`config.mk`:
```
export PLATFORM = sky130hd
export DESIGN_NAME = hilbert_mac_sched
export DESIGN_NICKNAME = d
export VERILOG_FILES = /design/src/rtl/hilbert_mac_sched.sv
export SDC_FILE = /design/constraint.sdc
export NUM_CORES = 2
export LEC_CHECK = 0
export CAP_MARGIN = 20
export CORE_MARGIN = 3
export CORE_UTILIZATION = 30
export CTS_BUF_LIST = sky130_fd_sc_hd__clkbuf_4
export DETAILED_ROUTE_END_ITERATION = 10
export GPL_TIMING_DRIVEN = 0
export PLACE_DENSITY = 0.55
export RECOVER_POWER = 50
export SLEW_MARGIN = 10
export SYNTH_ARGS = -nofsm -noshare
export SYNTH_HDL_FRONTEND = slang
export SYNTH_SLANG_ARGS = --single-unit
```
`constraint.sdc`:
```
create_clock -name clk -period 8.4 [get_ports clk]
set_clock_uncertainty 0.2 [all_clocks]
set_input_delay 1.68 -clock clk [delete_from_list [all_inputs] [get_ports clk]]
set_output_delay 1.68 -clock clk [all_outputs]
set_load 0.05 [all_outputs]
```
`src/rtl/hilbert_mac_sched.sv`:
```
// Hilbert FIR with one shared multiplier: one tap per clock over a circular sample
// history, then a saturated imaginary output and the |real|+|imag| envelope.
module hilbert_mac_sched #(
  parameter int TAP_NUM    = 31,
  parameter int DATA_WIDTH = 16,
  parameter int ACC_WIDTH  = 2*DATA_WIDTH + $clog2(TAP_NUM)
) (
  input  logic                         clk,
  input  logic                         rst,
  input  logic                         in_valid,
  output logic                         in_ready,
  input  logic signed [DATA_WIDTH-1:0] din,
  input  logic                         coef_we,
  input  logic [$clog2(TAP_NUM)-1:0]   coef_addr,
  input  logic signed [DATA_WIDTH-1:0] coef_wdata,
  output logic                         out_valid,
  output logic signed [DATA_WIDTH-1:0] imag_out,
  output logic [DATA_WIDTH+1:0]        env_out,
  output logic                         busy
);

  localparam int AW   = $clog2(TAP_NUM);
  localparam int HALF = (TAP_NUM - 1) / 2;
  localparam logic [AW-1:0] LAST   = AW'(TAP_NUM - 1);
  localparam logic [AW-1:0] ONE    = AW'(1);
  localparam logic [AW-1:0] HALF_A = AW'(HALF);
  localparam logic [AW-1:0] OFF_A  = AW'(TAP_NUM - HALF);
  localparam logic signed [ACC_WIDTH-1:0] SAT_MAX = ACC_WIDTH'((64'sd1 <<< (DATA_WIDTH - 1)) - 64'sd1);
  localparam logic signed [ACC_WIDTH-1:0] SAT_MIN = ~SAT_MAX;

  typedef enum logic [1:0] {IDLE, MAC, DONE} state_t;

  state_t                         state_reg;
  logic [AW-1:0]                  wr_ptr_reg;
  logic [AW-1:0]                  rd_idx_reg;
  logic [AW-1:0]                  tap_reg;
  logic [AW-1:0]                  ctr_idx_reg;
  logic signed [ACC_WIDTH-1:0]    acc_reg;
  logic signed [DATA_WIDTH-1:0]   hist_reg [TAP_NUM];
  logic signed [DATA_WIDTH-1:0]   coef_reg [TAP_NUM];
  logic                           out_valid_reg;
  logic signed [DATA_WIDTH-1:0]   imag_reg;
  logic [DATA_WIDTH+1:0]          env_reg;

  logic                           handshake;
  logic                           coef_ok;
  logic signed [2*DATA_WIDTH-1:0] prod;
  logic signed [ACC_WIDTH-1:0]    shifted;
  logic signed [DATA_WIDTH-1:0]   imag_sat;
  logic signed [DATA_WIDTH-1:0]   real_s;
  logic signed [DATA_WIDTH:0]     real_ext;
  logic signed [DATA_WIDTH:0]     imag_ext;
  logic [DATA_WIDTH:0]            abs_real;
  logic [DATA_WIDTH:0]            abs_imag;
  logic [DATA_WIDTH+1:0]          env_next;

  assign in_ready  = !rst && (state_reg == IDLE);
  assign handshake = in_valid && in_ready;
  assign coef_ok   = !rst && (state_reg == IDLE) && coef_we && (coef_addr <= LAST);

  // Coefficient and history storage are per-entry registers so both clear on reset.
  generate
    for (genvar gi = 0; gi < TAP_NUM; gi++) begin : g_store
      always_ff @(posedge clk) begin
        if (rst) begin
          hist_reg[gi] <= '0;
        end else if (handshake && (wr_ptr_reg == AW'(gi))) begin
          hist_reg[gi] <= din;
        end
      end

      always_ff @(posedge clk) begin
        if (rst) begin
          coef_reg[gi] <= '0;
        end else if (coef_ok && (coef_addr == AW'(gi))) begin
          coef_reg[gi] <= coef_wdata;
        end
      end
    end
  endgenerate

  assign prod    = coef_reg[tap_reg] * hist_reg[rd_idx_reg];
  assign shifted = acc_reg >>> 15;
  assign imag_sat = (shifted > SAT_MAX) ? SAT_MAX[DATA_WIDTH-1:0] :
                    (shifted < SAT_MIN) ? SAT_MIN[DATA_WIDTH-1:0] :
                    shifted[DATA_WIDTH-1:0];

  // One extra bit keeps |most negative| exact.
  assign real_s   = hist_reg[ctr_idx_reg];
  assign real_ext = {real_s[DATA_WIDTH-1], real_s};
  assign imag_ext = {imag_sat[DATA_WIDTH-1], imag_sat};
  assign abs_real = real_ext[DATA_WIDTH] ? -real_ext : real_ext;
  assign abs_imag = imag_ext[DATA_WIDTH] ? -imag_ext : imag_ext;
  assign env_next = {1'b0, abs_real} + {1'b0, abs_imag};

  always_ff @(posedge clk) begin
    if (rst) begin
      state_reg     <= IDLE;
      wr_ptr_reg    <= '0;
      rd_idx_reg    <= '0;
      tap_reg       <= '0;
      ctr_idx_reg   <= '0;
      acc_reg       <= '0;
      out_valid_reg <= 1'b0;
      imag_reg      <= '0;
      env_reg       <= '0;
    end else begin
      out_valid_reg <= 1'b0;
      case (state_reg)
        IDLE: begin
          if (handshake) begin
            wr_ptr_reg  <= (wr_ptr_reg == LAST) ? '0 : wr_ptr_reg + ONE;
            rd_idx_reg  <= wr_ptr_reg;
            ctr_idx_reg <= (wr_ptr_reg >= HALF_A) ? wr_ptr_reg - HALF_A : wr_ptr_reg + OFF_A;
            tap_reg     <= '0;
            acc_reg     <= '0;
            state_reg   <= MAC;
          end
        end
        MAC: begin
          // Walk backwards from the newest sample, wrapping 0 -> LAST.
          acc_reg    <= acc_reg + ACC_WIDTH'(prod);
          rd_idx_reg <= (rd_idx_reg == '0) ? LAST : rd_idx_reg - ONE;
          tap_reg    <= tap_reg + ONE;
          if (tap_reg == LAST) begin
            state_reg <= DONE;
          end
        end
        DONE: begin
          imag_reg      <= imag_sat;
          env_reg       <= env_next;
          out_valid_reg <= 1'b1;
          state_reg     <= IDLE;
        end
        default: state_reg <= IDLE;
      endcase
    end
  end

  assign out_valid = out_valid_reg && !rst;
  assign imag_out  = rst ? '0 : imag_reg;
  assign env_out   = rst ? '0 : env_reg;
  assign busy      = !rst && (state_reg != IDLE);

endmodule

```
# Word level (Yosys, flattened, before mapping)
# Memories as Yosys holds them, arrays and structs flattened. A register that Yosys moved wholly into a read port is not among the register bits.
# Index checks and enable logic that the tools add are counted.
op_classes:
  n_addsub: 9
  n_mul: 1
  n_lt_le_gt_ge: 4
  eq_ne: 65
  muxes: 275
  n_bitwise: 62
  reduce_logical: 78
ops:
  columns: ["cell", "count"]
  rows:
  - ["16-bit two-way mux", 65]
  - ["1-bit two-way mux", 189]
  - ["5-bit equality test, second input constant", 31]
  - ["5-bit by 4-bit equality test with 1-bit output, second input constant", 16]
  - ["37-bit one-hot mux with 2 select lines", 1]
  - ["1-bit logical AND", 68]
  - ["1-bit bitwise OR", 62]
  - ["5-bit two-way mux", 11]
  - ["5-bit by 3-bit equality test with 1-bit output, second input constant", 8]
  - ["37-bit by 32-bit adder with 37-bit output", 1]
  - ["37-bit two-way mux", 1]
  - ["17-bit two-way mux", 2]
  - ["16-bit negation with 17-bit output", 2]
  - ["16-bit by 16-bit multiplier with 32-bit output", 1]
  - ["22-bit by 16-bit > comparator with 1-bit output, second input constant", 1]
  - ["22-bit by 16-bit less-than comparator with 1-bit output, second input constant", 1]
  - ["5-bit by 2-bit equality test with 1-bit output, second input constant", 4]
  - ["5-bit one-hot mux with 2 select lines", 2]
  - ["17-bit by 17-bit adder with 18-bit output", 1]
  - ["18-bit two-way mux", 1]
  - ["5-bit logical NOT", 3]
  - ["5-bit by 1-bit adder with 5-bit output, second input constant", 2]
  - ["5-bit by 1-bit equality test with 1-bit output, second input constant", 2]
  - ["2-bit AND reduction", 3]
  - ["other kinds (13)", 16]
word_totals:
  reg_bits: 94
  ramBits: 992
  output_inout_bits: 37
  memories: 2
memory_table:
  columns: ["name", "depth", "width", "rd", "rd_ports_with_merged_regs", "write_ports", "line", "text"]
  rows:
  - ["coef_reg", 31, 16, 1, 1, 31, "40", "logic signed [DATA_WIDTH-1:0] coef_reg [TAP_NUM];"]
  - ["hist_reg", 31, 16, 2, 2, 31, "39", "logic signed [DATA_WIDTH-1:0] hist_reg [TAP_NUM];"]

# Logic depth before layout (Yosys ltp)
depth:
  ltp_word: 9
  mapped_depth: 32
  mapped_depth_nobuf: 27

# Least setup slack after synthesis
# No wires, ideal clock.
synth_path:
  path_kind: "reg2reg"
  start: "reg (tool-made name)"
  end: "reg acc_reg[35]"
  setup_ps: 117
  t_arrival_ps: 7984
  t_required_ps: 8083
  setup_slack_ps: 99
  path_stages_with_launch: 29
  synth_period_minus_slack_ps: 8301
  cell_sequence: "dfxtp_1 > buf_4 > buf_2 > buf_2 > mux4_2 > mux4_2 > mux2i_1 > buf_2 > nor2_1 > fa_1 > fa_1 > inv_1 > fa_1 > inv_1 > fa_1 > fa_1 > inv_1 > fa_1 > inv_1 > ha_1 > and3_1 > and2_1 > a221oi_1 > o21a_1 > o21ai_0 > a31o_2 > a311oi_1 > xnor2_1 > a22o_1"
synth_rtl:
  columns: ["element", "line", "text"]
  rows:
  - ["end signal: assignment", "122", "acc_reg <= acc_reg + ACC_WIDTH'(prod);"]
  - ["end: declaration", "38", "logic signed [ACC_WIDTH-1:0] acc_reg;"]

==> tab_implementation.tex <==
\begin{tabular}{lr}
\hline
Metric & Value \\
\hline
\multicolumn{2}{l}{\textbf{Timing}} \\
\quad Post-route clock period utilization & 99.4\% \\
\quad Count of endpoints failing setup in the final report & 0 \\
\quad Max frequency & 120 MHz \\
\quad Unrepaired setup endpoints after global routing & true \\
\quad Final period demand of the worst path & 8.35 ns \\
\quad Final Hold Vio Count & 0 \\
\quad Relative slew margins & -24.9\% \\
\quad Pins over their slew limit & 289 \\
\quad Slew at the pin with the worst max-slew slack & 1.87 ns \\
\multicolumn{2}{l}{\textbf{Pwr}} \\
\quad Maximum vdd ir drop & 0.00130 V \\
\quad Sw Ratio & 43.8\% \\
\quad Internal portion of total power & 19.0 mW \\
\quad Part of the total power dissipated in combinational logic & 67.0\% \\
\quad Leakage power total & 30.0 nW \\
\quad Sequential Power Share & 18.8\% \\
\quad Power per cell area & 434 nW/um2 \\
\quad Clock share of power & 14.2\% \\
\quad Sw Pwr & 14.8 mW \\
\multicolumn{2}{l}{\textbf{Logic synthesis}} \\
\quad Average footprint of a synthesized cell & 13.2 um2 \\
\quad Asr flop ratio synth & 0\% \\
\quad Area share of xor/xnor cells in the synthesized design & 0.855\% \\
\quad Top FF cell, synth & sky130\_fd\_sc\_hd\_\_edfxtp\_1 \\
\quad Simple-gate share of the synthesized area & 14.8\% \\
\quad Post-synthesis mux area share & 16.2\% \\
\quad Area fraction in compound gates after synthesis & 3.32\% \\
\quad Synthesis-stage register bit count & 1101 \\
\quad Top area cells in the synthesized netlist & sky130\_fd\_sc\_hd\_\_edfxtp\_1 (45\%), sky130\_fd\_sc\_hd\_\_mux4\_2 (14\%), sky130\_fd\_sc\_hd\_\_fa\_1 (9.6\%), sky130\_fd\_sc\_hd\_\_and2\_1 (6.2\%), sky130\_fd\_sc\_hd\_\_dfxtp\_1 (3.3\%) \\
\quad Count of warnings emitted by yosys & 0 \\
\quad Count of cell types in the netlist & 68 \\
\quad Largest family of logic cells by synthesized area & multiplexers \\
\quad Post-synthesis instance total & 5034 \\
\quad Top cell type's share of synthesized area & 44.7\% \\
\quad EDFF count, synth & 992 \\
\quad Yosys top cell by area & sky130\_fd\_sc\_hd\_\_edfxtp\_1 \\
\quad Syn Std Cell Area & 66600 um2 \\
\quad Adder-cell share of the synthesized area & 12.1\% \\
\quad Portion of the post-synthesis area used by sequential elements & 48.0\% \\
\multicolumn{2}{l}{\textbf{Critical path}} \\
\quad Cell seen most often among critical-path stages & sky130\_fd\_sc\_hd\_\_fa\_1 \\
\quad Sort of element at the start of the critical path & flop \\
\quad Max stage delay on crit path & 0.58 ns \\
\quad Highest fanout seen on the critical path & 7 \\
\quad Reg2Reg Depth & 32 \\
\quad RR Endpoint & acc\_reg[35]\$\_SDFFE\_PP0P\_ \\
\quad Critical-path cell with the highest stage delay & sky130\_fd\_sc\_hd\_\_fa\_2 \\
\quad Critical path required time & 9.31 ns \\
\quad Category of the critical setup timing path & reg -> reg \\
\quad Capturing element type of the critical path & flop \\
\quad Reg2reg setup slack & 0.05 ns \\
\quad Data arrival time of the worst path & 9.26 ns \\
\multicolumn{2}{l}{\textbf{Outcome}} \\
\quad Outcome & complete, but fails checks \\
\quad Failing checks & capacitance limit, slew limit \\
\multicolumn{2}{l}{\textbf{Floorplanning}} \\
\quad Top-level I/O count & 78 \\
\quad Number of standard-cell rows in the floorplan & 172 \\
\quad Core Region & 220000 um2 \\
\quad Die height & 477 um \\
\quad Die area & 228000 um2 \\
\quad Initial Util & 30.2\% \\
\quad Die Width & 477 um \\
\multicolumn{2}{l}{\textbf{Clock tree}} \\
\quad Root buffer cell & sky130\_fd\_sc\_hd\_\_clkbuf\_4 \\
\quad Clock tree buffer depth & 4 \\
\quad Clock Latency Late Sink & 1.37 ns \\
\quad TritonCTS clock tree & yes \\
\quad Post-CTS Hold Fix Bufs & 0 \\
\quad TritonCTS Sinks & 1101 \\
\quad Number of buffers added by the clock tree synthesis step & 311 \\
\quad Post-CTS clock slew at the launch and capture registers of the worst setup and hold paths & 0.06 ns \\
\quad Number of levels in the clock H-tree & 5 \\
\multicolumn{2}{l}{\textbf{Finish}} \\
\quad Fin area & 78000 um2 \\
\quad Number of filler instances in the final layout & 21487 \\
\quad Layout cell share with drive strength beyond 1 & 24.5\% \\
\quad Nets@finish & 6075 \\
\quad Non-filler cells in the finished layout & 8741 \\
\quad Area delta synth->final & 17.2\% \\
\multicolumn{2}{l}{\textbf{Run}} \\
\quad Number of max-cap violations & 17 \\
\multicolumn{2}{l}{\textbf{Global route}} \\
\quad Maximum number of pins on one net before global-route repair & 19 \\
\quad Initial antenna violation count & 12 \\
\quad Number of global-route vias before repair & 47143 \\
\quad GRT Residual Overflow & 0 \\
\quad Global-route wire length before repair & 345000 um \\
\quad Aggregate global-route resource usage & 21.2\% \\
\multicolumn{2}{l}{\textbf{Placement}} \\
\quad Number of buffers inserted by port buffering & 74 \\
\quad Detailed-placement wirelength estimate & 176000 um \\
\quad Instance area at placement & 71500 um2 \\
\quad Number of cells in the design after placement & 8104 \\
\quad Global placement routability congestion & 0.995 \\
\multicolumn{2}{l}{\textbf{Drt}} \\
\quad DRC violations left & 0 \\
\quad Routed len/inst & 28.1 um \\
\quad Vias per std cell & 5.32 \\
\quad Total length of routed wires & 246000 um \\
\quad DRC marker count from the first detailed-route iteration & 5326 \\
\quad Residual antenna-violating net count after detailed routing & 0 \\
\quad Number of detailed-routing iterations run before antenna repair & 7 \\
\quad Via total after detailed routing & 46511 \\
\multicolumn{2}{l}{\textbf{Min path}} \\
\quad Path type of the worst min-delay path & reg -> reg \\
\quad Worst Hold Path EP & imag\_reg[14]\$\_SDFFE\_PP0P\_ \\
\quad Hold Crit Start & imag\_reg[14]\$\_SDFFE\_PP0P\_ \\
\quad Worst hold path stage count & 2 \\
\hline
\end{tabular}
## Yosys cell counts (15+ instances only)
master                     number
sky130_fd_sc_hd__a21o_1        44
sky130_fd_sc_hd__a21oi_1      116
sky130_fd_sc_hd__a22o_1        15
sky130_fd_sc_hd__and2_1       661
sky130_fd_sc_hd__and3_1       347
sky130_fd_sc_hd__buf_1         22
sky130_fd_sc_hd__buf_2         42
sky130_fd_sc_hd__clkbuf_1     342
sky130_fd_sc_hd__dfxtp_1      109
sky130_fd_sc_hd__edfxtp_1     992
sky130_fd_sc_hd__fa_1         319
sky130_fd_sc_hd__ha_1         136
sky130_fd_sc_hd__inv_1        357
sky130_fd_sc_hd__mux2i_1       91
sky130_fd_sc_hd__mux4_2       424
sky130_fd_sc_hd__nand2_1      143
sky130_fd_sc_hd__nand3_1       41
sky130_fd_sc_hd__nor2_1       247
sky130_fd_sc_hd__nor2b_1       62
sky130_fd_sc_hd__nor3_1        28
sky130_fd_sc_hd__o21ai_0       82
sky130_fd_sc_hd__or2_2        162
sky130_fd_sc_hd__xnor2_1       43
sky130_fd_sc_hd__xor2_1        22
## per-stage QoR
stage | setup TNS [ns] | util (%) | hold WS (ns) | worst slack, ns | total power, mW
floorplan | 0 | - | 0.227 | 0.0992 | 20.7
global placement | -68.53 | 32.3 | 0.243 | -3.04 | 25.3
detailed placement | -46.74 | 32.5 | 0.241 | -2.30 | 25.4
CTS | -0.00317 | 35.0 | 0.247 | -0.00317 | 32.1
global route | -0.169 | 35.4 | 0.263 | -0.0848 | 36.9
finish | 0 | 35.4 | 0.246 | 0.0512 | 33.9
## cell families after synthesis
logic type	count (synthesis)
AND/OR/NAND/NOR	1743
flip-flops	1101
buffers and inverters	783
multiplexers	531
adder cells (fa/ha/maj)	455
AO/OA/AOI/OAI	355
XOR/XNOR	65
other	1
## routing by layer
layer	global-route usage [%]	share of wire (%)	routed length, um
met4	11.7	6.2	15200
met1	27.0	39	95300
met2	31.6	44	107000
met5	0	0.022	55
met3	7.16	11	28000
## worst max-delay path, delay by kind of cell (launching register included)
family / cells / cell delay (ns)
adder cells (fa/ha/maj): 7 / 3.44
AO/OA/AOI/OAI: 7 / 1.56
buffers and inverters: 11 / 1.25
multiplexers: 3 / 0.68
AND/OR/NAND/NOR: 3 / 0.57
flip-flops: 1 / 0.36
XOR/XNOR: 1 / 0.11
## cell type report
type                       instances  area [um2]  share of cell area (%)
antenna                           16        40.0                  0.0513
buffer                           419        2750                    3.52
clock buffer                     437        3280                    4.20
clock inverter                    64         299                   0.383
inverter                         357        1350                    1.73
multi-input combinational       3151       32100                    41.2
sequential                      1101       32000                    41.0
tap                             2958        3700                    4.74
timing repair buffer             238        2500                    3.21
## cell usage in the layout, fill, tap and decap left out, types with 15 or more instances in the layout
| cell type | instances |
|---|---|
| sky130_fd_sc_hd__clkbuf_1 | 291 |
| sky130_fd_sc_hd__mux2i_4 | 18 |
| sky130_fd_sc_hd__nor2b_1 | 60 |
| sky130_fd_sc_hd__buf_4 | 126 |
| sky130_fd_sc_hd__dfxtp_1 | 104 |
| sky130_fd_sc_hd__nand3_1 | 40 |
| sky130_fd_sc_hd__diode_2 | 16 |
| sky130_fd_sc_hd__and2_0 | 357 |
| sky130_fd_sc_hd__buf_6 | 33 |
| sky130_fd_sc_hd__or2_2 | 131 |
| sky130_fd_sc_hd__buf_8 | 28 |
| sky130_fd_sc_hd__clkbuf_4 | 445 |
| sky130_fd_sc_hd__or2_0 | 27 |
| sky130_fd_sc_hd__a21oi_1 | 108 |
| sky130_fd_sc_hd__nor3_1 | 27 |
| sky130_fd_sc_hd__fa_1 | 304 |
| sky130_fd_sc_hd__mux2i_1 | 62 |
| sky130_fd_sc_hd__nor2_1 | 245 |
| sky130_fd_sc_hd__ha_1 | 125 |
| sky130_fd_sc_hd__fa_2 | 15 |
| sky130_fd_sc_hd__inv_2 | 18 |
| sky130_fd_sc_hd__clkdlybuf4s50_1 | 73 |
| sky130_fd_sc_hd__xor2_1 | 22 |
| sky130_fd_sc_hd__clkinv_1 | 51 |
| sky130_fd_sc_hd__o21ai_0 | 70 |
| sky130_fd_sc_hd__nand2_1 | 141 |
| sky130_fd_sc_hd__buf_12 | 39 |
| sky130_fd_sc_hd__edfxtp_1 | 992 |
| sky130_fd_sc_hd__a21o_1 | 44 |
| sky130_fd_sc_hd__xnor2_1 | 42 |
| sky130_fd_sc_hd__mux4_2 | 424 |
| sky130_fd_sc_hd__inv_1 | 343 |
| sky130_fd_sc_hd__and2_1 | 305 |
| sky130_fd_sc_hd__and3_1 | 344 |
| sky130_fd_sc_hd__a22o_1 | 15 |
## timing repair
action,in CTS,in global routing
pin swaps,16,61
endpoints found under the setup margin,30,16
setup buffers,58,61
cloned,3,3
resized for setup,345,138
## power by group through the flow
stage	combinational, mW	sequential (mW)	clock [mW]
floorplan	14.2	6.42	0
global placement	18.8	6.48	0
detailed placement	18.9	6.49	0
CTS	20.9	6.37	4.84
global route	25.3	6.40	5.13
finish	22.7	6.38	4.81
## how the worst max path moves through the flow
| stage | from | end | slack [ns] | depth (start not counted) |
|---|---|---|---|---|
| after floorplan | flop | acc_reg[35]$_SDFFE_PP0P_ | 0.1 | 28 |
| after global placement | flop | acc_reg[35]$_SDFFE_PP0P_ | -3.04 | 27 |
| after detailed placement | flop | acc_reg[35]$_SDFFE_PP0P_ | -2.30 | 28 |
| after CTS | flop | acc_reg[35]$_SDFFE_PP0P_ | -0.003 | 29 |
| after global routing | flop | acc_reg[35]$_SDFFE_PP0P_ | -0.08 | 30 |
| final | flop | acc_reg[35]$_SDFFE_PP0P_ | 0.05 | 32 |
(Power assumes the default switching activity.)
